--- src/rtl/tap_pkg.sv ---
// Shared types and constants for the TAP playback controller.
// TAP_HEADER_CHECK_EN adds the ERROR state used by the header validator.
package tap_pkg;

  localparam int HDR_LEN_DEF = 20;
  localparam int SIG_LEN     = 12;
  localparam logic [8*SIG_LEN-1:0] TAP_SIG = "C64-TAPE-RAW";

  typedef enum logic [2:0] {
    ST_IDLE     = 3'd0,
    ST_HEADER   = 3'd1,
    ST_FETCH    = 3'd2,
    ST_WAIT_MEM = 3'd3,
    ST_OFFER    = 3'd4,
    ST_DONE     = 3'd5
`ifdef TAP_HEADER_CHECK_EN
    , ST_ERROR  = 3'd6
`endif
  } tap_state_e;

  // Byte idx of the signature, counted from the first character.
  function automatic logic [7:0] sig_byte(input int idx);
    return TAP_SIG[8*(SIG_LEN-1-idx) +: 8];
  endfunction

endpackage

--- src/rtl/tap_pulse_timer.sv ---
// Converts loaded pulse periods into the pwm square wave; advances only on
// tick while the motor runs and playback is active.
module tap_pulse_timer
  import tap_pkg::*;
#(
  parameter int PERIOD_W = 24
) (
  input  logic                clk,
  input  logic                reset_n,
  input  logic                tick,
  input  logic                motor,
  input  logic                active,
  input  logic                done,
  input  logic                clr_underrun,
  input  logic                load_timer,
  input  logic [PERIOD_W-1:0] timer_val,
  output logic                pwm,
  output logic                underrun
);

  logic [PERIOD_W-1:0] pending_q;
  logic                pending_valid_q;
  logic [PERIOD_W-1:0] count_q;
  logic [PERIOD_W-1:0] half_q;
  logic                pwm_q;
  logic                underrun_q;
  logic [PERIOD_W-1:0] period_eff;
  logic                step;

  assign step       = tick & motor & active;
  assign period_eff = (pending_q == '0) ? PERIOD_W'(1) : pending_q;

  // count runs period-1 .. 0, so the reload tick itself is part of the period.
  always_ff @(posedge clk or negedge reset_n) begin
    if (!reset_n) begin
      pending_q       <= '0;
      pending_valid_q <= 1'b0;
      count_q         <= '0;
      half_q          <= '0;
      pwm_q           <= 1'b1;
      underrun_q      <= 1'b0;
    end else begin
      // NOTE: non-blocking assignments let every branch below read pre-edge values.
      if (clr_underrun) underrun_q <= 1'b0;
      if (step) begin
        if (load_timer) begin
          pending_q       <= timer_val;
          pending_valid_q <= 1'b1;
        end
        if (count_q == '0) begin
          pwm_q <= 1'b1;
          if (pending_valid_q) begin
            count_q <= period_eff - PERIOD_W'(1);
            half_q  <= period_eff >> 1;
            if (!load_timer) pending_valid_q <= 1'b0;
          end else if (!done) begin
            underrun_q <= 1'b1;
          end
        end else begin
          count_q <= count_q - PERIOD_W'(1);
          pwm_q   <= (count_q > half_q);
        end
      end
      if (done) pwm_q <= 1'b1;
    end
  end

  assign pwm      = pwm_q;
  assign underrun = underrun_q;

endmodule

--- src/rtl/tap_playback_ctrl.sv ---
// TAP image playback sequencer: header skip, byte handshake, transport control.
// Define TAP_HEADER_CHECK_EN to validate the signature/version and flag err.
module tap_playback_ctrl
  import tap_pkg::*;
#(
  parameter int HDR_LEN  = HDR_LEN_DEF,
  parameter int ADDR_W   = 24,
  parameter int PERIOD_W = 24
) (
  input  logic                clk,
  input  logic                reset_n,
  input  logic                tick,
  input  logic                play,
  input  logic                stop,
  input  logic                rewind,
  input  logic                motor,
  input  logic [ADDR_W-1:0]   file_len,
  output logic [ADDR_W-1:0]   mem_addr,
  output logic                mem_rd,
  input  logic [7:0]          mem_data,
  input  logic                mem_valid,
  output logic [7:0]          data,
  output logic                data_valid,
  input  logic                ack,
  output logic                restart,
  input  logic [PERIOD_W-1:0] timer_val,
  input  logic                load_timer,
  output logic                pwm,
  output logic                sense_n,
  output logic                eof,
  output logic                underrun,
  output logic                err
);

  tap_state_e        state_q;
  logic [ADDR_W-1:0] addr_q;
  logic [7:0]        data_q;
  logic              mem_rd_q;
  logic              data_valid_q;
  logic              restart_q;
  logic              sense_n_q;
  logic              eof_q;
  logic              play_q;
  logic              play_rise;
  logic              stop_hit;
  logic              timer_active;
  logic              timer_done;

  assign play_rise    = play & ~play_q;
  assign timer_active = (state_q != ST_IDLE);
  assign timer_done   = (state_q == ST_DONE);

`ifdef TAP_HEADER_CHECK_EN
  logic err_q;
  logic hdr_bad;

  assign stop_hit = stop && (state_q != ST_IDLE) && (state_q != ST_ERROR);

  // NOTE: give every always_comb output a default first so no latch is inferred.
  always_comb begin
    hdr_bad = 1'b0;
    if (addr_q < ADDR_W'(SIG_LEN))
      hdr_bad = (mem_data != sig_byte(int'(addr_q[3:0])));
    else if (addr_q == ADDR_W'(SIG_LEN))
      hdr_bad = (mem_data > 8'd1);
  end

  assign err = err_q;
`else
  assign stop_hit = stop && (state_q != ST_IDLE);
  assign err      = 1'b0;
`endif

  always_ff @(posedge clk or negedge reset_n) begin
    if (!reset_n) begin
      state_q      <= ST_IDLE;
      addr_q       <= '0;
      data_q       <= '0;
      mem_rd_q     <= 1'b0;
      data_valid_q <= 1'b0;
      restart_q    <= 1'b0;
      sense_n_q    <= 1'b1;
      eof_q        <= 1'b0;
      play_q       <= 1'b0;
`ifdef TAP_HEADER_CHECK_EN
      err_q        <= 1'b0;
`endif
    end else begin
      play_q    <= play;
      restart_q <= 1'b0;
      if (stop_hit) begin
        // An outstanding read still completes, from IDLE, without advancing addr.
        state_q      <= ST_IDLE;
        sense_n_q    <= 1'b1;
        eof_q        <= 1'b0;
        data_valid_q <= 1'b0;
        if (mem_rd_q && mem_valid) begin
          mem_rd_q <= 1'b0;
          data_q   <= mem_data;
        end
      end else begin
        unique case (state_q)
          ST_IDLE: begin
            if (mem_rd_q) begin
              if (mem_valid) begin
                mem_rd_q <= 1'b0;
                data_q   <= mem_data;
              end
            end else if (play_rise && !stop) begin
              sense_n_q <= 1'b0;
              if (addr_q == '0) begin
                state_q   <= ST_HEADER;
                restart_q <= 1'b1;
              end else if (addr_q < ADDR_W'(HDR_LEN)) begin
                state_q <= ST_HEADER;
              end else begin
                state_q <= ST_FETCH;
              end
            end else if (rewind) begin
              addr_q <= '0;
            end
          end
          ST_HEADER: begin
            if (!mem_rd_q) begin
              if (addr_q == ADDR_W'(HDR_LEN)) state_q  <= ST_FETCH;
              else                            mem_rd_q <= 1'b1;
            end else if (mem_valid) begin
              mem_rd_q <= 1'b0;
              addr_q   <= addr_q + 1'b1;
`ifdef TAP_HEADER_CHECK_EN
              if (hdr_bad) begin
                state_q <= ST_ERROR;
                err_q   <= 1'b1;
              end
`endif
            end
          end
          ST_FETCH: begin
            if (addr_q >= file_len) begin
              state_q <= ST_DONE;
              eof_q   <= 1'b1;
            end else begin
              mem_rd_q <= 1'b1;
              state_q  <= ST_WAIT_MEM;
            end
          end
          ST_WAIT_MEM: begin
            if (mem_valid) begin
              mem_rd_q     <= 1'b0;
              data_q       <= mem_data;
              addr_q       <= addr_q + 1'b1;
              data_valid_q <= 1'b1;
              state_q      <= ST_OFFER;
            end
          end
          ST_OFFER: begin
            if (ack) begin
              data_valid_q <= 1'b0;
              state_q      <= ST_FETCH;
            end
          end
          ST_DONE: begin
            if (play_rise && !stop && (addr_q < file_len)) begin
              state_q <= ST_FETCH;
              eof_q   <= 1'b0;
            end else if (rewind) begin
              state_q   <= ST_IDLE;
              addr_q    <= '0;
              eof_q     <= 1'b0;
              sense_n_q <= 1'b1;
            end
          end
`ifdef TAP_HEADER_CHECK_EN
          ST_ERROR: begin
            if (rewind) begin
              state_q   <= ST_IDLE;
              addr_q    <= '0;
              err_q     <= 1'b0;
              sense_n_q <= 1'b1;
            end
          end
`endif
          default: state_q <= ST_IDLE;
        endcase
      end
    end
  end

  assign mem_addr   = addr_q;
  assign mem_rd     = mem_rd_q;
  assign data       = data_q;
  assign data_valid = data_valid_q;
  assign restart    = restart_q;
  assign sense_n    = sense_n_q;
  assign eof        = eof_q;

  tap_pulse_timer #(
    .PERIOD_W(PERIOD_W)
  ) u_timer (
    .clk          (clk),
    .reset_n      (reset_n),
    .tick         (tick),
    .motor        (motor),
    .active       (timer_active),
    .done         (timer_done),
    .clr_underrun (play_rise),
    .load_timer   (load_timer),
    .timer_val    (timer_val),
    .pwm          (pwm),
    .underrun     (underrun)
  );

endmodule
--- config.mk ---
export PLATFORM = sky130hd
export DESIGN_NAME = tap_playback_ctrl
export DESIGN_NICKNAME = d
export VERILOG_FILES = /design/src/rtl/tap_pkg.sv /design/src/rtl/tap_pulse_timer.sv /design/src/rtl/tap_playback_ctrl.sv
export SDC_FILE = /design/constraint.sdc
export NUM_CORES = 1
export LEC_CHECK = 0
export ABC_CLOCK_PERIOD_IN_PS = 3600
export CORE_ASPECT_RATIO = 1.75
export CORE_MARGIN = 2
export CORE_UTILIZATION = 50
export DETAILED_ROUTE_END_ITERATION = 6
export GPL_TIMING_DRIVEN = 1
export PLACE_DENSITY = 0.75
export SLEW_MARGIN = 10
export SYNTH_ARGS = -nofsm -noshare
export SYNTH_HDL_FRONTEND = slang
export SYNTH_SLANG_ARGS = --single-unit
--- constraint.sdc ---
create_clock -name clk -period 3.6 [get_ports clk]
set_input_delay 0.72 -clock clk [delete_from_list [all_inputs] [get_ports clk]]
set_output_delay 0.72 -clock clk [all_outputs]
set_load 0.05 [all_outputs]
==> impl_metrics.toml, run 1 <==
[layout]
syn2layout_area_growth_pct = 28.62
fin_util_pct = 65.62
num_antenna_cells = 0
nets = 1049
final_common_cell = "dfrtp_1"
finalInstanceArea_sq_um = 9429
seqCellArea_sq_um = 2880
fill_cells = 1161
drive_gt1_share_pct = 17.02
multiInputGateArea_sq_um = 4139
stdcell_count = 1126
final_cell_mix = "dfrtp_1, clkdlybuf4s50_1, o21ai_0, inv_1, nor2_1"

[timing]
finalSetupViolCount = 0
skew_ps = 8.563
period_share_pct = 96.15
hold_violations = 0
layout_min_cycle_time_ps = 3461
report.final.slew_viol_count = 0
worst_pin_slew_ps = 679.0
whs_ps = 342.7
max_freq_mhz = 288.9
rsz0062_at_grt = "true"
slew_headroom_pct = 54.73

[route]
drt-pass1-iter-count = 6
routedWlPerCell_um = 18.61
wl_met3_um = 997
wl_um = 20950
top_layer_used = "met4"
antenna_left = 0
drcViolationCount = 0
vias = 6781
routed_via_density = 6.022
m1WireLength_um = 7443
wl_met2_um = 11770
drt_iter0_drc = 324

[min_path]
hold_path.class = "primary input to async pin"

[power]
switching_share_pct = 40.61
p_leak_nw = 4.216
p_per_area_nw_per_um2 = 691.0
power_frac_clock_pct = 23.6
p_sw_mw = 2.646
pwr-share-comb_pct = 44.3
seqPwrFrac_pct = 32.2
intPower_mw = 3.870
total_power_mw = 6.516
peakVddDrop_v = 0.0002837

[placed_design]
dp_hpwl_um = 15300
dpl-instance-area_sq_um = 8817
port_buffers = 104
dp.cells = 1088
gp_congestion = 0.9616

[cts]
clk_latency_ps = 420
cts.root.buffer_cell = "clkbuf_16"
cts_made_buffers = 17
cts_tree = "done"
clk_pin_slew_worst_paths_ps = 50
cts_sinks = 115
cts_buffer_depth = 2
cts_max_level = 4

[floorplan]
die_h_um = 164.2
rows = 58
ios = 106
die_w_um = 95.53
core-area_sq_um = 14370
start_util_pct = 51.02
die_area_sq_um = 15680

[worst_setup_path]
critPathTopFamily = "simple AND/OR/NAND/NOR gates"
r2r-start = "u_timer.count_q[7]$_DFFE_PN0P_"
critical_path_arrival_ps = 3760
cp_max_fo = 42
worstSetupPathType = "flip-flop to flip-flop"
reg2reg_depth = 14
cp_cell_sequence = "or4_4, or2_4, nor4_4, buf_4, a21oi_1, ha_2, nand3b_1, nor3_2, o211a_1, buf_4, buf_4, a21o_1, a21oi_1, nor2_1"
cpMaxStageDelayCell = "or4_4"
endpoint_kind = "flip-flop"
start_kind = "flip-flop"
crit_buf_inv = 3
cp.required_ps = 3900
r2r_end = "u_timer.count_q[14]$_DFFE_PN0P_"
r2r_slack_ps = 140
worst_path_largest_cell_delay_ps = 560
crit_top_cell = "buf_4"

[flow_run]
drv_cap = 0

[global_routing]
antenna_found_initial = 0
grt-ovfl-total = 0
grt_pass1_wl_um = 33440
grt_use_total_pct = 27.78
grt_pass1_vias = 6865
grt_max_degree = 67

[yosys]
syn_nets = 907
syn-cell-area_sq_um = 7331
async_flop_share_pct = 100.0
yosys_register_bits = 115
synth_edf_count = 0
yosysSeqAreaShare_pct = 39.29
syn_inst = 791
yosysWarnings = 0
synth_flop_cell = "dfrtp_1"
synth_cell_types = 68
synth_area_per_cell_sq_um = 9.268

[status]
status = "complete, no violations"
## worst reg2reg max path: cells and delay by family (launching register included)
family                     cells  cell delay, ps
DFF                            1             370
and+or+nand+nor                6            1420
AOI/OAI and AO/OA              4             620
adders and majority gates      1             210
buffers and inverters          3             720
## synthesized netlist by cell type, types with 12 or more instances
master / count / share of area, %
dfrtp_1: 113 / 39
ha_1: 50 / 8.5
clkbuf_1: 21 / 1.1
and3_1: 13 / 1.1
nand3_1: 19 / 1.3
a31oi_1: 17 / 1.5
nor2_1: 57 / 2.9
nand4_1: 13 / 1.1
o21ai_0: 73 / 5.0
a21oi_1: 46 / 3.1
nor3_1: 17 / 1.2
nor4_1: 13 / 1.1
mux2_2: 54 / 8.3
a21o_1: 12 / 1.2
inv_1: 58 / 3.0
nand2_1: 47 / 2.4
## how the worst max path moves through the flow
stage / cells after the start / start / to / slack (ps)
6_report: 14 / u_timer.count_q[7]$_DFFE_PN0P_ / u_timer.count_q[14]$_DFFE_PN0P_ / 140
5_1_grt: 12 / u_timer.count_q[7]$_DFFE_PN0P_ / u_timer.count_q[16]$_DFFE_PN0P_ / -60
4_1_cts: 12 / u_timer.count_q[1]$_DFFE_PN0P_ / u_timer.count_q[10]$_DFFE_PN0P_ / 70
3_5_place_dp: 10 / file_len[19] / mem_addr[16]$_DFFE_PN0P_ / 90
3_3_place_gp: 10 / file_len[19] / mem_addr[18]$_DFFE_PN0P_ / 160
2_1_floorplan: 13 / u_timer.count_q[1]$_DFFE_PN0P_ / u_timer.count_q[16]$_DFFE_PN0P_ / 4
## timing repair
| item | CTS | global route |
|---|---|---|
| setup endpoints to repair | 0 | 6 |
| setup buffers | 0 | 6 |
| hold buffers | 0 | 0 |
| gates resized for setup | 0 | 6 |
## per-layer routing
metal,track usage (%),up-vias
met5,0,-
met4,12.34,0
met3,6.009,61
met2,52.35,218
met1,28.34,3294
li1,-,3208
## sequential cells by signal, summed over array words and instances, names as in the netlist, 3 cells and up
name,cells
mem_addr,24
u_timer.count_q,24
u_timer.pending_q,24
u_timer.half_q,23
data,8
state_q,3
## per-stage QoR
step	setup TNS [ps]	worst slack, ps
2_1_floorplan	0	3.628
3_3_place_gp	0	159.4
3_5_place_dp	0	87.51
4_1_cts	0	74.46
5_1_grt	-157.6	-61.13
6_report	0	138.6
## logic make-up (layout without fill, tap and decap cells)
| logic type | count (synthesis) | in the layout | share of synthesized area, % |
|---|---|---|---|
| other | 1 | 1 | 0.05115 |
| XOR/XNOR | 1 | 1 | 0.1195 |
| multiplexers | 60 | 60 | 9.114 |
| AND/OR/NAND/NOR | 247 | 247 | 18.06 |
| adder cells (fa/ha/maj) | 50 | 50 | 8.534 |
| buffers and inverters | 89 | 244 | 4.762 |
| AO/OA/AOI/OAI | 228 | 228 | 20.07 |
| flip-flops | 115 | 115 | 39.29 |
## power by group through the flow
stage	Sequential, mW	Combinational, mW	Clock [mW]
after floorplan	2.27	1.58	0
after detailed placement	2.10	2.81	0
after global placement	2.09	2.77	0
after CTS	2.08	2.84	1.55
final	2.10	2.88	1.54
after global routing	2.15	3.14	1.62
## final cells by class
type                    count  area share, %
well taps                 180          2.389
clock inverters            12         0.8891
flip-flops and latches    115          30.55
inverters                  58          2.309
repair buffers            154          15.13
multi-input cells         587          43.90
clock buffers              20          4.843
Power figures use the tool's default switching activity.
==> run 2: changes to the inputs <==
--- a/config.mk
+++ b/config.mk
@@ -6,6 +6,7 @@
 export NUM_CORES = 1
 export LEC_CHECK = 0
 export ABC_CLOCK_PERIOD_IN_PS = 3600
+export CAP_MARGIN = 20
 export CORE_ASPECT_RATIO = 1.75
 export CORE_MARGIN = 2
 export CORE_UTILIZATION = 50
==> results of run 2 <==
Same layout as run 1: the final DEF is identical, and so are final timing and power.
==> run 3: changes to the inputs <==
--- a/config.mk
+++ b/config.mk
@@ -17,3 +17,4 @@
 export SYNTH_ARGS = -nofsm -noshare
 export SYNTH_HDL_FRONTEND = slang
 export SYNTH_SLANG_ARGS = --single-unit
+export TNS_END_PERCENT = 50
==> results of run 3 <==
Same layout as run 1: the final DEF is identical, and so are final timing and power.
